<file path="src/rtl/hi_term_decoder.sv">
// hi_term_decoder
// Routes one Host Interface device bus to NUM_DEVS device buses selected by
// terminal address. The target is decoded once per transaction and held
// until host mode drops. Unmapped terminals and devices that stall past the
// watchdog limit are answered locally so the host always completes.
//
// Handshake: a transaction lasts while mode (di_read_mode | di_write_mode)
// is high. Once a device is selected, its rdy/data/status reach the host
// combinationally in the same cycle; the host treats rdy high as completion
// of the beat it is presenting. Device controls are gated by the host's own
// mode, so they fall in the same cycle the host drops mode.
module hi_term_decoder #(
    parameter int                     NUM_DEVS       = 2,
    parameter logic [16*NUM_DEVS-1:0] TERM_BASE      = {NUM_DEVS{16'h0}},
    parameter logic [16*NUM_DEVS-1:0] TERM_MASK      = {NUM_DEVS{16'hFFFF}},
    parameter int                     TIMEOUT_CYCLES = 1024
) (
    input  logic                     ifclk,
    input  logic                     resetb,
    // host side
    input  logic [15:0]              di_term_addr,
    input  logic [31:0]              di_reg_addr,
    input  logic [31:0]              di_len,
    input  logic                     di_read_mode,
    input  logic                     di_read_req,
    input  logic                     di_read,
    output logic                     di_read_rdy,
    output logic [31:0]              di_reg_datao,
    input  logic                     di_write_mode,
    input  logic                     di_write,
    input  logic [31:0]              di_reg_datai,
    output logic                     di_write_rdy,
    output logic [15:0]              di_transfer_status,
    // device side, slice k belongs to device k
    output logic [16*NUM_DEVS-1:0]   O_di_term_addr,
    output logic [32*NUM_DEVS-1:0]   O_di_reg_addr,
    output logic [32*NUM_DEVS-1:0]   O_di_len,
    output logic [32*NUM_DEVS-1:0]   O_di_reg_datai,
    output logic [NUM_DEVS-1:0]      O_di_read_mode,
    output logic [NUM_DEVS-1:0]      O_di_read_req,
    output logic [NUM_DEVS-1:0]      O_di_read,
    output logic [NUM_DEVS-1:0]      O_di_write_mode,
    output logic [NUM_DEVS-1:0]      O_di_write,
    input  logic [NUM_DEVS-1:0]      I_di_read_rdy,
    input  logic [NUM_DEVS-1:0]      I_di_write_rdy,
    input  logic [32*NUM_DEVS-1:0]   I_di_reg_datao,
    input  logic [16*NUM_DEVS-1:0]   I_di_transfer_status,
    // error pulses and state visibility
    output logic                     unmapped_evt,
    output logic                     timeout_evt,
    output logic [1:0]               dbg_state_o
);

    localparam int SEL_W  = (NUM_DEVS > 1) ? $clog2(NUM_DEVS) : 1;
    localparam bit WD_EN  = (TIMEOUT_CYCLES > 0);
    localparam int CNT_W  = WD_EN ? $clog2(TIMEOUT_CYCLES + 1) : 1;
    localparam int TO_LIM = WD_EN ? TIMEOUT_CYCLES - 1 : 0;
    // Count value that, seen together with another not-ready cycle, makes
    // the TIMEOUT_CYCLES-th consecutive stall.
    localparam logic [CNT_W-1:0] TO_LAST = CNT_W'(TO_LIM);
    localparam logic [CNT_W-1:0] CNT_MAX = {CNT_W{1'b1}};

    localparam logic [31:0] FILL_DATA   = 32'hDEAD_BEEF;
    localparam logic [15:0] ST_UNMAPPED = 16'hE001;
    localparam logic [15:0] ST_TIMEOUT  = 16'hE002;

    typedef enum logic [1:0] {
        S_IDLE     = 2'd0,
        S_BUSY     = 2'd1,
        S_UNMAPPED = 2'd2,
        S_TIMEOUT  = 2'd3
    } state_t;

    state_t             state_q, state_d;
    logic [SEL_W-1:0]   sel_q, sel_d;
    logic               pend_req_q, pend_req_d;
    logic [CNT_W-1:0]   wd_cnt_q, wd_cnt_d;
    logic               unmapped_evt_q, unmapped_evt_d;
    logic               timeout_evt_q, timeout_evt_d;

    logic               mode;
    logic               dec_hit;
    logic [SEL_W-1:0]   dec_idx;
    logic               sel_rd_rdy;
    logic               sel_wr_rdy;
    logic [31:0]        sel_rdata;
    logic [15:0]        sel_status;
    logic               wd_rdy;

    assign mode = di_read_mode | di_write_mode;

    // Address, length and write data go to every device unconditionally.
    assign O_di_term_addr = {NUM_DEVS{di_term_addr}};
    assign O_di_reg_addr  = {NUM_DEVS{di_reg_addr}};
    assign O_di_len       = {NUM_DEVS{di_len}};
    assign O_di_reg_datai = {NUM_DEVS{di_reg_datai}};

    assign unmapped_evt = unmapped_evt_q;
    assign timeout_evt  = timeout_evt_q;
    assign dbg_state_o  = state_q;

    // Terminal decode: scanning downward leaves the lowest matching device.
    always_comb begin
        dec_hit = 1'b0;
        dec_idx = '0;
        for (int k = NUM_DEVS - 1; k >= 0; k--) begin
            if ((di_term_addr & TERM_MASK[16*k +: 16]) == TERM_BASE[16*k +: 16]) begin
                dec_hit = 1'b1;
                dec_idx = SEL_W'(k);
            end
        end
    end

    // Pick the latched device's response signals.
    always_comb begin
        sel_rd_rdy = 1'b0;
        sel_wr_rdy = 1'b0;
        sel_rdata  = '0;
        sel_status = '0;
        for (int k = 0; k < NUM_DEVS; k++) begin
            if (sel_q == SEL_W'(k)) begin
                sel_rd_rdy = I_di_read_rdy[k];
                sel_wr_rdy = I_di_write_rdy[k];
                sel_rdata  = I_di_reg_datao[32*k +: 32];
                sel_status = I_di_transfer_status[16*k +: 16];
            end
        end
    end

    // The watchdog follows the handshake of the direction being used.
    assign wd_rdy = di_read_mode ? sel_rd_rdy : sel_wr_rdy;

    // Next-state logic: decode in IDLE, watchdog in BUSY, exit on mode low.
    always_comb begin
        state_d        = state_q;
        sel_d          = sel_q;
        pend_req_d     = pend_req_q;
        wd_cnt_d       = wd_cnt_q;
        unmapped_evt_d = 1'b0;
        timeout_evt_d  = 1'b0;
        case (state_q)
            S_IDLE: begin
                wd_cnt_d   = '0;
                pend_req_d = 1'b0;
                if (mode) begin
                    if (dec_hit) begin
                        state_d    = S_BUSY;
                        sel_d      = dec_idx;
                        pend_req_d = di_read_req;
                    end else begin
                        state_d        = S_UNMAPPED;
                        unmapped_evt_d = 1'b1;
                    end
                end
            end
            S_BUSY: begin
                // The replayed request only lives for the first BUSY cycle.
                pend_req_d = 1'b0;
                if (!mode) begin
                    state_d = S_IDLE;
                end else if (wd_rdy) begin
                    wd_cnt_d = '0;
                end else begin
                    if (wd_cnt_q != CNT_MAX) begin
                        wd_cnt_d = wd_cnt_q + CNT_W'(1);
                    end
                    if (WD_EN && (wd_cnt_q == TO_LAST)) begin
                        state_d       = S_TIMEOUT;
                        timeout_evt_d = 1'b1;
                    end
                end
            end
            S_UNMAPPED, S_TIMEOUT: begin
                if (!mode) begin
                    state_d = S_IDLE;
                end
            end
            default: begin
                state_d = S_IDLE;
            end
        endcase
    end

    // State registers; reset returns to IDLE at once, dropping device modes.
    always_ff @(posedge ifclk or negedge resetb) begin
        if (!resetb) begin
            state_q        <= S_IDLE;
            sel_q          <= '0;
            pend_req_q     <= 1'b0;
            wd_cnt_q       <= '0;
            unmapped_evt_q <= 1'b0;
            timeout_evt_q  <= 1'b0;
        end else begin
            state_q        <= state_d;
            sel_q          <= sel_d;
            pend_req_q     <= pend_req_d;
            wd_cnt_q       <= wd_cnt_d;
            unmapped_evt_q <= unmapped_evt_d;
            timeout_evt_q  <= timeout_evt_d;
        end
    end

    // Device controls: only the latched device sees host controls, only in BUSY.
    always_comb begin
        O_di_read_mode  = '0;
        O_di_read_req   = '0;
        O_di_read       = '0;
        O_di_write_mode = '0;
        O_di_write      = '0;
        if (state_q == S_BUSY) begin
            for (int k = 0; k < NUM_DEVS; k++) begin
                if (sel_q == SEL_W'(k)) begin
                    O_di_read_mode[k]  = di_read_mode;
                    O_di_read_req[k]   = di_read_req | pend_req_q;
                    O_di_read[k]       = di_read;
                    O_di_write_mode[k] = di_write_mode;
                    O_di_write[k]      = di_write;
                end
            end
        end
    end

    // Host responses: device pass-through in BUSY, local answers on errors.
    always_comb begin
        di_read_rdy        = 1'b0;
        di_write_rdy       = 1'b0;
        di_reg_datao       = '0;
        di_transfer_status = '0;
        case (state_q)
            S_BUSY: begin
                di_read_rdy        = sel_rd_rdy;
                di_write_rdy       = sel_wr_rdy;
                di_reg_datao       = sel_rdata;
                di_transfer_status = sel_status;
            end
            S_UNMAPPED: begin
                di_read_rdy        = 1'b1;
                di_write_rdy       = 1'b1;
                di_reg_datao       = FILL_DATA;
                di_transfer_status = ST_UNMAPPED;
            end
            S_TIMEOUT: begin
                di_read_rdy        = 1'b1;
                di_write_rdy       = 1'b1;
                di_reg_datao       = FILL_DATA;
                di_transfer_status = ST_TIMEOUT;
            end
            default: begin
                di_read_rdy        = 1'b0;
                di_write_rdy       = 1'b0;
                di_reg_datao       = '0;
                di_transfer_status = '0;
            end
        endcase
    end

endmodule

</file>
<file path="config.mk">
export PLATFORM = sky130hd
export DESIGN_NAME = hi_term_decoder
export DESIGN_NICKNAME = d
export VERILOG_FILES = /design/src/rtl/hi_term_decoder.sv
export SDC_FILE = /design/constraint.sdc
export NUM_CORES = 1
export LEC_CHECK = 0
export BUFFER_PORTS_ARGS = -buffer_cell sky130_fd_sc_hd__buf_2
export CAP_MARGIN = 20
export CELL_PAD_IN_SITES_DETAIL_PLACEMENT = 1
export CELL_PAD_IN_SITES_GLOBAL_PLACEMENT = 2
export CORE_ASPECT_RATIO = 0.75
export CORE_MARGIN = 8
export CORE_UTILIZATION = 10
export CTS_CLUSTER_DIAMETER = 30
export CTS_CLUSTER_SIZE = 25
export DETAILED_ROUTE_END_ITERATION = 10
export PLACE_DENSITY_LB_ADDON = 0.15
export REMOVE_ABC_BUFFERS = 1
export SKIP_LAST_GASP = 1
export SYNTH_ARGS = -nofsm -noshare
export SYNTH_HDL_FRONTEND = slang
export SYNTH_SLANG_ARGS = --single-unit
export TNS_END_PERCENT = 5
</file>
<file path="constraint.sdc">
create_clock -name ifclk -period 1.5 [get_ports ifclk]
set_clock_uncertainty 0.05 [all_clocks]
set_input_delay 0.225 -clock ifclk [delete_from_list [all_inputs] [get_ports ifclk]]
set_output_delay 0.225 -clock ifclk [all_outputs]
set_load 0.02 [all_outputs]
</file>
* After elaboration in Yosys (flattened, before gate mapping)
Cells that the tools add are included.
** Storage, ports and cells
- Output and inout bits :: 288
- Bits of input ports :: 219
- Register bits :: 16
- Logic and storage cells :: 57
** Operators by class
- Equal/unequal tests :: 11
- Add/sub/neg operators :: 1
- Multiplexer cells :: 32
- Bitwise logic cells :: 2
- Reduce and logical (&&, ||, !) cells :: 6
** Operators by type and width (number)
- $pmux 32 s2 :: 1
- $pmux 16 s3 :: 1
- $mux 11 :: 3
- $pmux 11 s2 :: 1
- $logic_not 16->1 :: 1
- $mux 1 :: 16
- $mux 2 :: 6
- $add 11x1->11 const B :: 1
- $eq 11x10->1 const B :: 1
- $ne 11x11->1 const B :: 1
- $ne 3x3->1 const B :: 3
- $ne 2x2->1 const B :: 3
- $pmux 1 s2 :: 3
- $pmux 2 s3 :: 1
- $eq 2x2->1 const B :: 2
- $reduce_and 4->1 :: 1
- $reduce_and 3->1 :: 1
- $eq 2x1->1 const B :: 1
- $logic_not 2->1 :: 1
- $or 1x1->1 :: 2
- $reduce_bool 2->1 :: 1
- $reduce_or 2->1 :: 1

* Logic depth before layout (Yosys ltp)
Gate-level depths: netlist (run 1).
- Depth after elaboration :: 5
- Mapped depth :: 8
- Mapped depth without buffers :: 6

* Worst setup path before layout (run 1)
Ideal clock, no wire load.
- Path kind :: reg2out
- From :: register state_q[0], in the netlist dbg_state_o[0]
- To :: output port di_transfer_status[0]
- Required time :: 1225 ps
- Buffers on the path :: 3
- Cell stages (with the launch flop) :: 7
- Arrival time :: 1445 ps
- Slack :: -220 ps
- Path through :: dfrtp_1 > buf_2 > and2b_1 > buf_4 > clkbuf_1 > nand2_1 > o21ai_0
** Between the ends
- Word-level cells in the longest chain between the ends :: 2
- Elaborated cells between the ends (all ways) :: 4
- Those cells by class :: eq/ne: 3; mux: 1
** Ends and longest elaborated chain
- start: declaration :: RTL line 74 : state_t state_q, state_d;
- start signal: assignment :: RTL line 194 : state_q <= state_d;
- $eq 2x2->1 / $eq 2x1->1 (equally long branches) :: RTL line 229 : case (state_q)
- $pmux 16 s3 * :: RTL line 229
- end: declaration :: RTL line 33 : output logic [15:0] di_transfer_status,
Mark *: on every way between the ends. The rest lies on a longest branch, timed or not.

* Worst setup path after layout (run 1)
- From :: register state_q[1], in the netlist dbg_state_o[1]
- To :: output port di_transfer_status[10]
Same word-level chain as after synthesis.

==> flow_metrics.env, run 1 <==
export IMPL_synthCells=417
export IMPL_vias_per_cell=3.30
export IMPL_met2_usage_pct=27.8
export IMPL_finalCriticalPeriod_ns=1.70
export IMPL_cts_sinks=16
export IMPL_avgSynthCellArea_um2=7.29
export IMPL_cts_htree_levels=1
export IMPL_timing_final_crit_share_pct=114
export IMPL_antenna_found_initial=0
export IMPL_yosysTopAreaCell="buf_4"
export IMPL_die_y_um=167
export IMPL_hold_class="input port to flop"
export IMPL_crit_path_start_kind="flop"
export IMPL_wirelength_mm=30.5
export IMPL_cp_depth=5
export IMPL_final_cell_mix="buf_2, nand2_1, buf_4"
export IMPL_seq_area_frac_synth_pct=13.2
export IMPL_fillers=3648
export IMPL_finalPower_mw=1.45
export IMPL_finalMaxSlewViolations=0
export IMPL_io_buffers=163
export IMPL_synth_edff_count=0
export IMPL_n_antenna_cell=0
export IMPL_gr_usage_met1_pct=9.46
export IMPL_rr_startpoint="dbg_state_o[0]"
export IMPL_p_per_area_nw_per_um2=439
export IMPL_gr_usage_met3_pct=20.0
export IMPL_holdPathStages=2
export IMPL_fp_row_count=55
export IMPL_grt_max_degree=33
export IMPL_dp_hpwl_mm=28.5
export IMPL_grt_ovfl_total=0
export IMPL_drt_drc_violations_left=0
export IMPL_critPathKind="flop to output port"
export IMPL_critical_path_required_ns=1.22
export IMPL_cp_arrival_ns=1.43
export IMPL_cp_max_fo=9
export IMPL_fmax_mhz=587
export IMPL_cts_made_buffers=3
export IMPL_path_delay_family="simple AND/OR/NAND/NOR gates"
export IMPL_cp_num_buf_inv=3
export IMPL_worstPathCellList="and2b_4, buf_12, buf_12, and2_4, buf_6"
export IMPL_synth_flop_cell="dfrtp_1"
export IMPL_synthTopCellsByArea="buf_4, dfrtp_1, nand2_1"
export IMPL_setup_viol=65
export IMPL_grt_pass1_vias=2857
export IMPL_hp_start="di_read_req"
export IMPL_syn_cell_area_um2=3040
export IMPL_critPathSlowestCell="dfrtp_1"
export IMPL_hold_viol_final=0
export IMPL_leakage_nw=1.56
export IMPL_drt_iter0_markers=136
export IMPL_crit_start="dbg_state_o[1]"
export IMPL_rsz0062_at_grt="yes"
export IMPL_r2r_cells=8
export IMPL_cts_tree="done"
export IMPL_yosys_area_top_type_share_pct=56.8
export IMPL_drive_above_1_share_pct=61.2
export IMPL_insertion_delay_ns=0.25
export IMPL_layout_area_overhead_vs_synth_pct=8.48
export IMPL_synth_seq_cells=16
export IMPL_cp_end_kind="output port"
export IMPL_coreArea_um2=30100
export IMPL_grt_pass1_wl_mm=36.9
export IMPL_final_setup_worst_slack_ns=-0.203
export IMPL_ir_drop_mv=0.315
export IMPL_violations="setup timing"
export IMPL_die_area_um2=36300
export IMPL_clock_path_buffers=2
export IMPL_vias=2613
export IMPL_io_pins=507
export IMPL_crit_top_cell="buf_12"
export IMPL_ant_nets=0
export IMPL_path_clk_slew_ns=0.05
export IMPL_final_common_cell="buf_2"
export IMPL_async_flop_share_pct=100
export IMPL_hold_ws_ns=0.197
export IMPL_grt_usage_pct=15.8
export IMPL_final_nets=616
export IMPL_synth_cell_types=40
export IMPL_routedWlPerCell_um=38.4
export IMPL_critical_path_max_stage_delay_ns=0.37
export IMPL_status="finished with violations"
export IMPL_gp_congestion=0.941
export IMPL_busiest_layer="met2"
export IMPL_drt_pass1_iter_count=4
export IMPL_maxCapViolCount=0
export IMPL_cts_root_buf="clkbuf_16"
export IMPL_initial_core_util_pct=10.1
export IMPL_yosysWarnings=0
export IMPL_die_w_um=217
[area by class of cell]
class                      count  area, µm²  share of cell area (%)
clock buffer                   3       75.1                    2.28
inverter                       1       7.51                   0.228
multi-input combinational    163        927                    28.1
sequential                    16        400                    12.1
tap                          399        499                    15.1
timing repair buffer         211       1390                    42.1
[Yosys cell counts, types with 2 or more instances]
library cell	n
buf_2	2
a31oi_1	2
a21oi_1	3
o21a_1	2
nor4_1	4
nor2_1	12
and3_1	5
buf_4	230
nor3_1	3
dfrtp_1	16
nand2_1	66
nand4_1	2
o21ai_1	12
o31ai_1	2
buf_1	3
and2_1	24
clkbuf_1	5
nand3_1	2
[path summary, 6_finish.rpt]
| check | to | slack (ns) |
|---|---|---|
| setup reg to reg | wd_cnt_q[9] | -0.14 |
| max in group asynchronous | wd_cnt_q[8] | 0.61 |
| hold / removal | pend_req_q | 0.20 |
| setup / recovery | di_transfer_status[10] | -0.20 |
| hold reg to reg | pend_req_q | 0.45 |
| min in group asynchronous | wd_cnt_q[3] | 0.46 |
[registers in the layout (all words and copies together) (netlist names)]
name / cells
timeout_evt: 1
dbg_state_o: 2
wd_cnt_q: 11
unmapped_evt: 1
pend_req_q: 1
[routing by layer]
metal	share of wire [%]	vias up
met5	0	-
met4	2.4	0
met3	27	18
met2	49	381
met1	21	1175
li1	-	1039
[worst register-to-register path, stage by stage, from the launching register on]
cell     delay, ns
dfrtp_1       0.37
buf_4         0.14
buf_4         0.15
nor2_1        0.24
a21oi_4       0.06
buf_4         0.15
buf_4         0.13
o21ai_1       0.13
o31ai_1       0.09
[cell families after synthesis]
family,after synthesis,share of synthesized area (%)
buffers and inverters,242,58.6
and+or+nand+nor,125,20.0
AOI/OAI and AO/OA,30,6.50
DFF,16,13.2
muxes,2,1.11
adders and majority gates,1,0.412
other,1,0.123
[where the power goes]
| part | total [mW] | internal [mW] | switching [mW] |
|---|---|---|---|
| clock | 0.528 | 0.351 | 0.177 |
| combinational | 0.485 | 0.188 | 0.297 |
| sequential | 0.436 | 0.435 | 0.00113 |
[what timing repair did]
item	in CTS	in global routing
setup endpoints to repair	68	69
hold endpoints to repair	16	0
hold buffers	1	0
setup buffers	5	3
resized for setup	58	10
cloned	1	0
pin swaps	1	5
[metrics by stage]
step                TNS, ns  utilization (%)  instances  setup slack [ns]  cell area, µm²
global route         -14.49             11.0        793            -0.253            3300
CTS                  -11.77             10.8        790            -0.217            3240
floorplan            -22.57                -        180            -0.681            1280
detailed placement    -2.43             9.69        780            -0.255            2910
global placement      -1.78             9.69        780            -0.189            2910
finish                -9.40             11.0        793            -0.203            3300
(Power assumes the default switching activity.)
==> run 2, diff against run 1 <==
REMOVE_ABC_BUFFERS = default   (was 1)
==> run 2 against run 1 <==
The run still ends with setup timing left. Worst hold slack got worse by 0.0012 ns. Wire length fell by 62%. First-iteration DRC count fell by 46%. Final cell count fell by 0.63%. Global-route usage fell by 10 points. Via count fell by 14%. Non-clock buffer count fell by 6. Die area did not move. Critical path depth fell by 1. Critical endpoint is now di_reg_datao[22]. Largest power group unchanged.
==> flow_metrics.env, run 2 (synthesis results as in run 1) <==
export IMPL_status="finished with violations"
export IMPL_violations="setup timing"
export IMPL_critical_path_max_stage_delay_ns=0.39
export IMPL_insertion_delay_ns=0.25
export IMPL_r2r_setup_slack_ns=-0.14
export IMPL_fillers=3625
export IMPL_gr_usage_met3_pct=4.13
export IMPL_cp_num_buf_inv=2
export IMPL_cp_arrival_ns=1.44
export IMPL_ant_nets=0
export IMPL_initial_core_util_pct=10.1
export IMPL_hold_viol_final=0
export IMPL_multi_input_area_um2=942
export IMPL_io_pins=507
export IMPL_hp_start="di_read_req"
export IMPL_tns_ns=-9.76
export IMPL_final_cell_mix="buf_2, nand2_1, buf_4"
export IMPL_fmax_mhz=584
export IMPL_reg2reg_to="wd_cnt_q[6]"
export IMPL_final_common_cell="buf_2"
export IMPL_p_per_area_nw_per_um2=476
export IMPL_critPathKind="flop to output port"
export IMPL_io_buffers=163
export IMPL_grt_ovfl_total=0
export IMPL_cp_end_kind="output port"
export IMPL_gp_congestion=0.723
export IMPL_cts_sinks=16
export IMPL_setup_viol=66
export IMPL_grt_pass1_vias=2441
export IMPL_grt_max_degree=31
export IMPL_fp_row_count=55
export IMPL_die_area_um2=36300
export IMPL_cts_made_buffers=3
export IMPL_stdcell_count=788
export IMPL_drt_pass1_iter_count=4
export IMPL_wirelength_mm=11.6
export IMPL_min_delay_worst_endpoint="pend_req_q"
export IMPL_dp_hpwl_mm=9.87
export IMPL_gr_usage_met1_pct=6.35
export IMPL_maxCapViolCount=0
export IMPL_final_setup_worst_slack_ns=-0.213
export IMPL_drive_above_1_share_pct=62.2
export IMPL_finalCriticalPeriod_ns=1.71
export IMPL_path_delay_family="simple AND/OR/NAND/NOR gates"
export IMPL_busiest_layer="met2"
export IMPL_finalMaxSlewViolations=0
export IMPL_holdPathStages=2
export IMPL_crit_path_start_kind="flop"
export IMPL_routedWlPerCell_um=14.7
export IMPL_timing_final_crit_share_pct=114
export IMPL_clock_path_buffers=2
export IMPL_largest_reg_flops=11
export IMPL_die_y_um=167
export IMPL_antenna_found_initial=1
export IMPL_met2_usage_pct=9.35
export IMPL_vias=2236
export IMPL_dp_cells=779
export IMPL_hold_ws_ns=0.196
export IMPL_critPathSlowestCell="dfrtp_2"
export IMPL_drt_drc_violations_left=0
export IMPL_r2r_cells=6
export IMPL_coreArea_um2=30100
export IMPL_layout_area_overhead_vs_synth_pct=4.28
export IMPL_hold_class="input port to flop"
export IMPL_vias_per_cell=2.84
export IMPL_n_antenna_cell=0
export IMPL_final_nets=610
export IMPL_regArea_um2=403
export IMPL_ir_drop_mv=0.357
export IMPL_grt_pass1_wl_mm=16.5
export IMPL_rsz0062_at_grt="yes"
export IMPL_grt_usage_pct=5.79
export IMPL_cts_root_buf="clkbuf_16"
export IMPL_cp_max_fo=12
export IMPL_worstPathCellList="and2b_4, buf_16, and2_4, buf_2"
export IMPL_critical_path_required_ns=1.22
export IMPL_rr_startpoint="dbg_state_o[1]"
export IMPL_drt_iter0_markers=74
export IMPL_die_w_um=217
export IMPL_cts_htree_levels=1
export IMPL_leakage_nw=1.53
export IMPL_cts_tree="done"
export IMPL_path_clk_slew_ns=0.06
export IMPL_top_register="wd_cnt_q"
-- run 2: worst reg2reg max path: stages (launching register included) --
cell,delay [ns]
dfrtp_2,0.39
and2b_4,0.34
buf_4,0.16
nand3b_2,0.14
a21oi_4,0.22
nand4_1,0.12
o21ai_1,0.13
-- run 2: repair_timing --
item	in CTS	in global routing
gates resized for setup	8	10
pin swaps	0	1
cloned	1	1
setup endpoints to repair	66	68
endpoints found under the hold margin	16	0
buffers inserted	1	1
hold buffers	1	0
-- run 2: power breakdown --
part           internal (mW)  switching (mW)
logic                  0.185           0.286
clock network          0.406           0.196
registers              0.435        0.000872
total                   1.03           0.483
-- run 2: worst max path at each step --
stage | from | end | slack [ns] | depth (start not counted)
after CTS | dbg_state_o[1] | O_di_read[0] | -0.27 | 4
final | dbg_state_o[1] | di_reg_datao[22] | -0.21 | 4
after detailed placement | wd_cnt_q[1] | wd_cnt_q[6] | -0.15 | 6
after global routing | dbg_state_o[1] | O_di_write[0] | -0.29 | 4
after global placement | wd_cnt_q[1] | wd_cnt_q[6] | -0.13 | 6
after floorplan | wd_cnt_q[1] | wd_cnt_q[0] | -0.04 | 7
-- run 2: layer usage --
layer | share of wire (%) | wire, µm
met5 | 0.11 | 13
met4 | 0.50 | 58
met3 | 15 | 1690
met2 | 47 | 5440
met1 | 38 | 4390
-- run 2: layout make-up --
type                            instances  share of cell area (%)
Inverter                                1                   0.118
Sequential cell                        16                    12.7
Clock buffer                            4                    2.80
Timing Repair Buffer                  205                    38.9
Tap cell                              399                    15.8
Multi-Input combinational cell        163                    29.7
-- run 2: stage by stage --
step / area (µm²) / setup slack, ns / power (mW) / utilization, %
floorplan: 3130 / -0.0446 / 1.46 / -
global placement: 2950 / -0.129 / 0.925 / 9.82
detailed placement: 2950 / -0.150 / 0.922 / 9.82
CTS: 3100 / -0.270 / 1.55 / 10.3
global route: 3170 / -0.292 / 1.59 / 10.5
finish: 3170 / -0.213 / 1.51 / 10.5
